<file path="config.mk">
export PLATFORM = sky130hd
export DESIGN_NAME = sb_tx_msg_arbiter
export DESIGN_NICKNAME = d
export VERILOG_FILES = /design/src/rtl/sb_tx_msg_arbiter.sv
export SDC_FILE = /design/constraint.sdc
export NUM_CORES = 1
export LEC_CHECK = 0
export ABC_CLOCK_PERIOD_IN_PS = 3800
export CAP_MARGIN = 20
export CELL_PAD_IN_SITES_DETAIL_PLACEMENT = 1
export CELL_PAD_IN_SITES_GLOBAL_PLACEMENT = 1
export CORE_MARGIN = 2
export CORE_UTILIZATION = 28
export CTS_CLUSTER_DIAMETER = 80
export DETAILED_ROUTE_END_ITERATION = 8
export GPL_TIMING_DRIVEN = 0
export PLACE_DENSITY = 0.64
export SKIP_LAST_GASP = 1
export SYNTH_ARGS = -nofsm -noshare
export SYNTH_HDL_FRONTEND = slang
export SYNTH_SLANG_ARGS = --single-unit
</file>
<file path="constraint.sdc">
create_clock -name CLK -period 3.8 [get_ports CLK]
set_input_delay 0.38 -clock CLK [delete_from_list [all_inputs] [get_ports CLK]]
set_output_delay 0.38 -clock CLK [all_outputs]
set_load 0.005 [all_outputs]
</file>
<file path="src/rtl/sb_tx_msg_arbiter.sv">
// Round-robin owner of the sideband TX message channel.
// Latches one requester's message, strobes it out, waits for completion or timeout.
module sb_tx_msg_arbiter #(
    parameter int N_REQ       = 2,
    parameter int MSG_W       = 4,
    parameter int INFO_W      = 3,
    parameter int TIMEOUT_CYC = 255
) (
    input  logic                    CLK,
    input  logic                    rst,
    input  logic [N_REQ-1:0]        i_req,
    input  logic [N_REQ*MSG_W-1:0]  i_msg,
    input  logic [N_REQ*INFO_W-1:0] i_info,
    input  logic                    i_falling_edge_busy,
    output logic [MSG_W-1:0]        o_TX_SbMessage,
    output logic [INFO_W-1:0]       o_msg_info,
    output logic                    o_msg_valid,
    output logic [N_REQ-1:0]        o_grant,
    output logic [N_REQ-1:0]        o_ack,
    output logic                    o_busy,
    output logic                    o_timeout
);

    localparam int PTR_W = (N_REQ > 1) ? $clog2(N_REQ) : 1;
    localparam int CNT_W = $clog2(TIMEOUT_CYC + 1);
    localparam logic [CNT_W-1:0] CNT_LAST = CNT_W'(TIMEOUT_CYC - 1);
    localparam logic [PTR_W-1:0] PTR_INIT = PTR_W'(N_REQ - 1);
    localparam logic [N_REQ-1:0] GNT_ONE  = N_REQ'(1);

    typedef enum logic [1:0] {
        IDLE,
        ISSUE,
        WAIT_DONE,
        ACK
    } state_t;

    state_t           state;
    logic [PTR_W-1:0] rr_ptr;
    logic [CNT_W-1:0] cnt;
    logic             pick_found;
    logic [PTR_W-1:0] pick_idx;

    // Closest requester after the last winner, wrapping around.
    always_comb begin
        pick_found = 1'b0;
        pick_idx   = '0;
        for (int d = 0; d < N_REQ; d++) begin
            for (int k = 0; k < N_REQ; k++) begin
                if (!pick_found && i_req[k] &&
                    (k == (int'(rr_ptr) + 1 + d) % N_REQ)) begin
                    pick_found = 1'b1;
                    pick_idx   = PTR_W'(k);
                end
            end
        end
    end

    always_ff @(posedge CLK) begin
        if (rst) begin
            state          <= IDLE;
            rr_ptr         <= PTR_INIT;
            cnt            <= '0;
            o_TX_SbMessage <= '0;
            o_msg_info     <= '0;
            o_msg_valid    <= 1'b0;
            o_grant        <= '0;
            o_ack          <= '0;
            o_busy         <= 1'b0;
            o_timeout      <= 1'b0;
        end else begin
            o_msg_valid <= 1'b0;
            o_ack       <= '0;
            o_timeout   <= 1'b0;
            unique case (state)
                IDLE: begin
                    if (pick_found) begin
                        o_TX_SbMessage <= i_msg[pick_idx*MSG_W +: MSG_W];
                        o_msg_info     <= i_info[pick_idx*INFO_W +: INFO_W];
                        o_grant        <= GNT_ONE << pick_idx;
                        rr_ptr         <= pick_idx;
                        o_msg_valid    <= 1'b1;
                        o_busy         <= 1'b1;
                        cnt            <= '0;
                        state          <= ISSUE;
                    end
                end
                ISSUE: begin
                    if (i_falling_edge_busy) begin
                        o_ack   <= o_grant;
                        o_grant <= '0;
                        state   <= ACK;
                    end else begin
                        state <= WAIT_DONE;
                    end
                end
                WAIT_DONE: begin
                    // Completion beats expiry when both land together.
                    if (i_falling_edge_busy) begin
                        o_ack   <= o_grant;
                        o_grant <= '0;
                        cnt     <= '0;
                        state   <= ACK;
                    end else if (cnt == CNT_LAST) begin
                        o_timeout <= 1'b1;
                        o_grant   <= '0;
                        o_busy    <= 1'b0;
                        cnt       <= '0;
                        state     <= IDLE;
                    end else begin
                        cnt <= cnt + 1'b1;
                    end
                end
                ACK: begin
                    o_busy <= 1'b0;
                    cnt    <= '0;
                    state  <= IDLE;
                end
                default: state <= IDLE;
            endcase
        end
    end

endmodule
</file>
Yosys cells after proc, flatten, opt, wreduce, memory -nomap -nowiden
Index checks and enable logic that the tools add are counted.
{"block": "totals", "reg_bits": 25, "wordCells": 84, "input_bits": 19}
{"block": "op_classes", "multipliers": 1, "n_bitwise": 6, "n_mux": 26, "shift": 3, "eq_ne": 11, "reduce_logical": 24, "add_sub_neg": 3}
{"op": "$logic_not A32 Y1", "count": 2}
{"op": "$mux W8", "count": 3}
{"op": "$pmux W8 S3", "count": 1}
{"op": "$mux W1", "count": 13}
{"op": "$mux W2", "count": 6}
{"op": "$add A8 B1 Y8 const B", "count": 1}
{"op": "$eq A8 B8 Y1 const B", "count": 1}
{"op": "$ne A2 B2 Y1 const B", "count": 4}
{"op": "$pmux W2 S4", "count": 1}
{"op": "$reduce_and A4 Y1", "count": 2}
{"op": "$shiftx A8 B4 Y4", "count": 1}
{"op": "$logic_and A1 B1 Y1", "count": 7}
{"op": "$pmux W2 S3", "count": 1}
{"op": "$reduce_and A2 Y1", "count": 3}
{"op": "$reduce_bool A3 Y1", "count": 2}
{"op": "$reduce_or A3 Y1", "count": 2}
{"op": "$shiftx A6 B4 Y3", "count": 1}
{"op": "$eq A2 B2 Y1 const A", "count": 2}
{"op": "$eq A2 B2 Y1 const B", "count": 2}
{"op": "$not A1 Y1", "count": 4}
{"op": "$reduce_or A2 Y1", "count": 2}
{"op": "$logic_not A1 Y1", "count": 3}
{"op": "$mul A1 B2 Y3 const B", "count": 1}
{"op": "$ne A3 B3 Y1 const B", "count": 1}
{"op": "6 further kinds", "count": 8}

Logic depth before layout (Yosys ltp)
{"block": "depth", "ltp_word": 20, "ltp_mapped": 7, "depth_no_buf": 6}

Worst setup path before layout
No wires, ideal clock.
{"block": "synth_path", "kind": "flip-flop to flip-flop", "from": "register state[0]", "to": "register state[1]", "t_arrival_ps": 1596, "n_path_buf": 1, "t_required_ps": 3714, "path_slack_ps": 2118, "period_less_slack_ps": 1682, "path_stages_with_launch": 8, "path_cell_list": "dfxtp_1 -> inv_1 -> ha_1 -> or3b_1 -> buf_6 -> o31ai_4 -> mux2i_1 -> a221oi_2"}
{"block": "synth_between", "elab_chain_cells": 3, "elab_cells_between_ends": 8, "cone_classes": "eq/ne: 5; mux: 1; reduce/logical: 2"}
{"element": "start, declared", "line_no": "37", "rtl": "state_t state;"}
{"element": "start signal, assigned", "line_no": "60", "rtl": "state <= IDLE;"}
{"element": "start signal, assigned", "line_no": "84", "rtl": "state <= ISSUE;"}
{"element": "start signal, assigned", "line_no": "91", "rtl": "state <= ACK;"}
{"element": "$eq A2 B2 Y1 / $logic_not A2 Y1 (equally long branches)", "line_no": "74", "rtl": "unique case (state)"}
{"element": "$ne A3 B3 Y1 (no source line) / $ne A2 B2 Y1 (equally long branches)"}
{"element": "$reduce_and A2 Y1 (no source line)"}
Several ways; a longest one is shown, not always the timed one.
A chain may end at the register's enable or synchronous reset.

Worst setup path after layout
{"block": "layout_path", "from": "register state[0]", "to": "register cnt[1]"}
{"block": "layout_between", "elab_chain_cells": 3, "elab_cells_between_ends": 7, "cone_classes": "eq/ne: 3; mux: 1; reduce/logical: 3"}
{"element": "$eq A2 B2 Y1 / $logic_not A2 Y1 (equally long branches)", "line_no": "74"}
{"element": "$reduce_bool A3 Y1 (no source line) / $ne A2 B2 Y1 (equally long branches)"}
{"element": "$reduce_and A2 Y1 (no source line)"}
{"element": "end signal, assigned", "line_no": "110", "rtl": "cnt <= cnt + 1'b1;"}
{"element": "end, declared", "line_no": "39", "rtl": "logic [CNT_W-1:0] cnt;"}
Several ways; a longest one is shown, not always the timed one.

==> impl_results.md <==
- Status: completed
- Share of layout cells above drive strength 1: 9.52%
- Post-route minimum period: 1960 ps
- Post-synth ARST share: 0%
- Hold path startpoint: o_grant[1]$_SDFFE_PP0P_
- Final instance area: 0.00171 mm²
- Slew Limit Fails: 0
- GR Util All Layers: 13.0%
- Skew-Pair Late Insertion Delay: 270 ps
- Initial detailed-routing violation count: 17
- Register area share after synthesis: 39.3%
- Setup crit end: cnt[1]$_SDFFE_PP0P_
- HPWL Detailed: 2410 µm
- Placer Congestion: 0.729
- Critical Path AT: 2170 ps
- Cells after Synth: 132
- Commonest non-fill, non-tap cell in the layout: clkdlybuf4s50_1
- # diodes: 0
- FF-to-FF End: cnt[1]$_SDFFE_PP0P_
- Final Hold Viols: 0
- Hold-fix buffers at CTS: 0
- #FFs+latches synth: 25
- Antenna Nets Post-Route: 0
- Clock Tree Buf Depth: 2
- DIE AREA: 0.00510 mm²
- Unique masters post-synth: 41
- Final #Nets: 196
- Cell area after synthesis: 0.00127 mm²
- Synthesis-to-layout area growth: 34.1%
- Fmax: 0.510 GHz
- Chip width: 71.4 µm
- Main combinational cell family by area after synthesis: simple AND/OR/NAND/NOR gates
- Mean Syn Cell Area: 9.64 µm²
- Global route overflow: 0
- Tot Pwr: 0.727 mW
- Critical path class: reg -> reg
- Post-CTS Setup Bufs: 0
- Largest net degree at the start of global routing: 16
- Simple-Gate Fraction of Synth Area: 19.1%
- Final period util: 51.6%
- Count of flip-flops with a built-in enable after synthesis: 0
- Setup-violating endpoint count in the final report: 0
- Avg WL per Cell: 14.0 µm
- Worst-path clk slew: 90 ps
- Crit path capture type: flop
- Peak fanout along the critical path: 8
- Ports: 33
- Top_reg_cell synth: dfxtp_1
- Top Layer Used: met4
- Actual slew at the worst max-slew pin: 488 ps
- Metal-1 WL: 1290 µm
- Synth Area in Compound Gates: 17.7%
- Worst setup path start: state[0]$_SDFFE_PP0P_
- Maximum vdd drop: 0.000146 V
- Commonest cells after routing, fill and taps aside: clkdlybuf4s50_1 (32), dfxtp_1 (25), nor2_1 (18)
- PD cells: 426 mW/mm²
- Clk root buf: clkbuf_8
- Register-to-Register Path Depth: 6
- CTS tree: built
- Metal2 WL: 1570 µm
- # port buffers: 32
- Origin of the critical flop-to-flop path: state[0]$_SDFFE_PP0P_
- Initial antenna violation count: 0
- Num rows: 24
- Req. time, crit path: 4000 ps
- Startpoint Class: flop
- Post-synthesis adder-cell area fraction: 7.87%
- Routed WL: 3070 µm
- Clock skew: 2.89 ps
- Residual DRC count: 0
- CTS buffer count: 3
- Post_cts resized: 0
- Max_cap viols: 0
- Slew HR: 67.4%
- Post-synthesis mux area share: 7.08%
- Final TNS setup: 0 ps
- Type of the worst min-delay path: reg -> reg
- Vias in the first global route: 1182
- Hold Slack: 489 ps
- H-Tree Depth: 1
- Reg2reg setup slack: 1840 ps
- Vias per std cell: 4.90
- Cell Area, Placed: 0.00166 mm²
- First-pass GRT wire length: 5350 µm
- Chip Height: 71.4 µm
- RSZ-0062 raised after global routing: no
- Pleak: 0.627 nW
- Core area: 0.00435 mm²
- Drt first pass iters: 2
- Ys Warns: 0
- Post-Synth XOR/XNOR Area: 4.82%
- Routed via count: 1079
- Post-Syn Nets: 159
- Sink Count: 25
- Metal3 WL: 177 µm
- Starting Density: 29.2%
power breakdown:
group / switching [mW] / internal (mW)
sequential: 0.0261 / 0.295
clock: 0.0908 / 0.0745
combinational: 0.114 / 0.127
cell families after synthesis:
group	after synthesis
compound gates	27
xor+xnor	7
flops	25
mux	9
simple gates	45
fa+ha+maj	8
buf+inv	11
sequential cells by signal (all words and copies together), names as in the netlist:
| register | cells |
|---|---|
| cnt | 8 |
| o_TX_SbMessage | 4 |
| o_ack | 2 |
| o_busy | 1 |
| o_grant | 2 |
| o_msg_info | 3 |
| o_msg_valid | 1 |
| o_timeout | 1 |
| rr_ptr | 1 |
| state | 2 |
synth_stat cells (2+ instances only):
cell type  count  share of area, %
dfxtp_1       25                39
a21oi_1        3               1.2
xnor2_1        4               2.8
ha_1           8               7.9
inv_1          6               1.8
a211oi_2       2               2.0
nand3_1        4               1.6
a211oi_1       7               4.1
mux2i_1        9               7.1
a211o_1        2               1.4
nor3_1         5               2.0
xor2_1         3               2.1
clkbuf_1       3              0.88
nor2_1        18               5.3
o21ai_0        3               1.2
nand2_1        4               1.2
nor2b_1        2              0.98
layer usage:
layer	vias to the layer above	global-route usage [%]
li1	538	-
met1	511	14.7
met2	27	23.6
met3	3	3.94
met4	0	3.35
met5	-	0
how the worst min path moves through the flow:
stage	depth (start not counted)	slack [ps]	endpoint
final	2	490	o_ack[1]$_SDFF_PP0_
after global routing	2	520	o_ack[1]$_SDFF_PP0_
after CTS	2	490	o_ack[1]$_SDFF_PP0_
after detailed placement	2	480	o_ack[1]$_SDFF_PP0_
after global placement	2	460	o_ack[1]$_SDFF_PP0_
after floorplan	2	450	o_ack[0]$_SDFF_PP0_
critical path, stage by stage (launching register included):
cell	delay [ps]
dfxtp_1	390
inv_1	190
ha_1	260
nor3b_4	400
nor2_2	140
a21o_1	280
a211oi_2	220
area by class of cell:
class	count	area, µm²
fillers	480	2650
flip-flops and latches	25	500
repair buffers	32	320
multi-input cells	96	719
clock buffers	3	41.3
clock inverters	1	7.51
plain buffers	5	30.0
inverters	6	22.5
well taps	52	65.1
stage by stage:
stage,utilization (%),worst slack [ps],cells
final,39.2,1840,220
after floorplan,-,2120,132
after detailed placement,38.1,1660,216
after global routing,39.2,1670,220
after CTS,39.2,1790,220
after global placement,38.1,1710,216
Note: power is estimated with default switching activity, not from simulation.
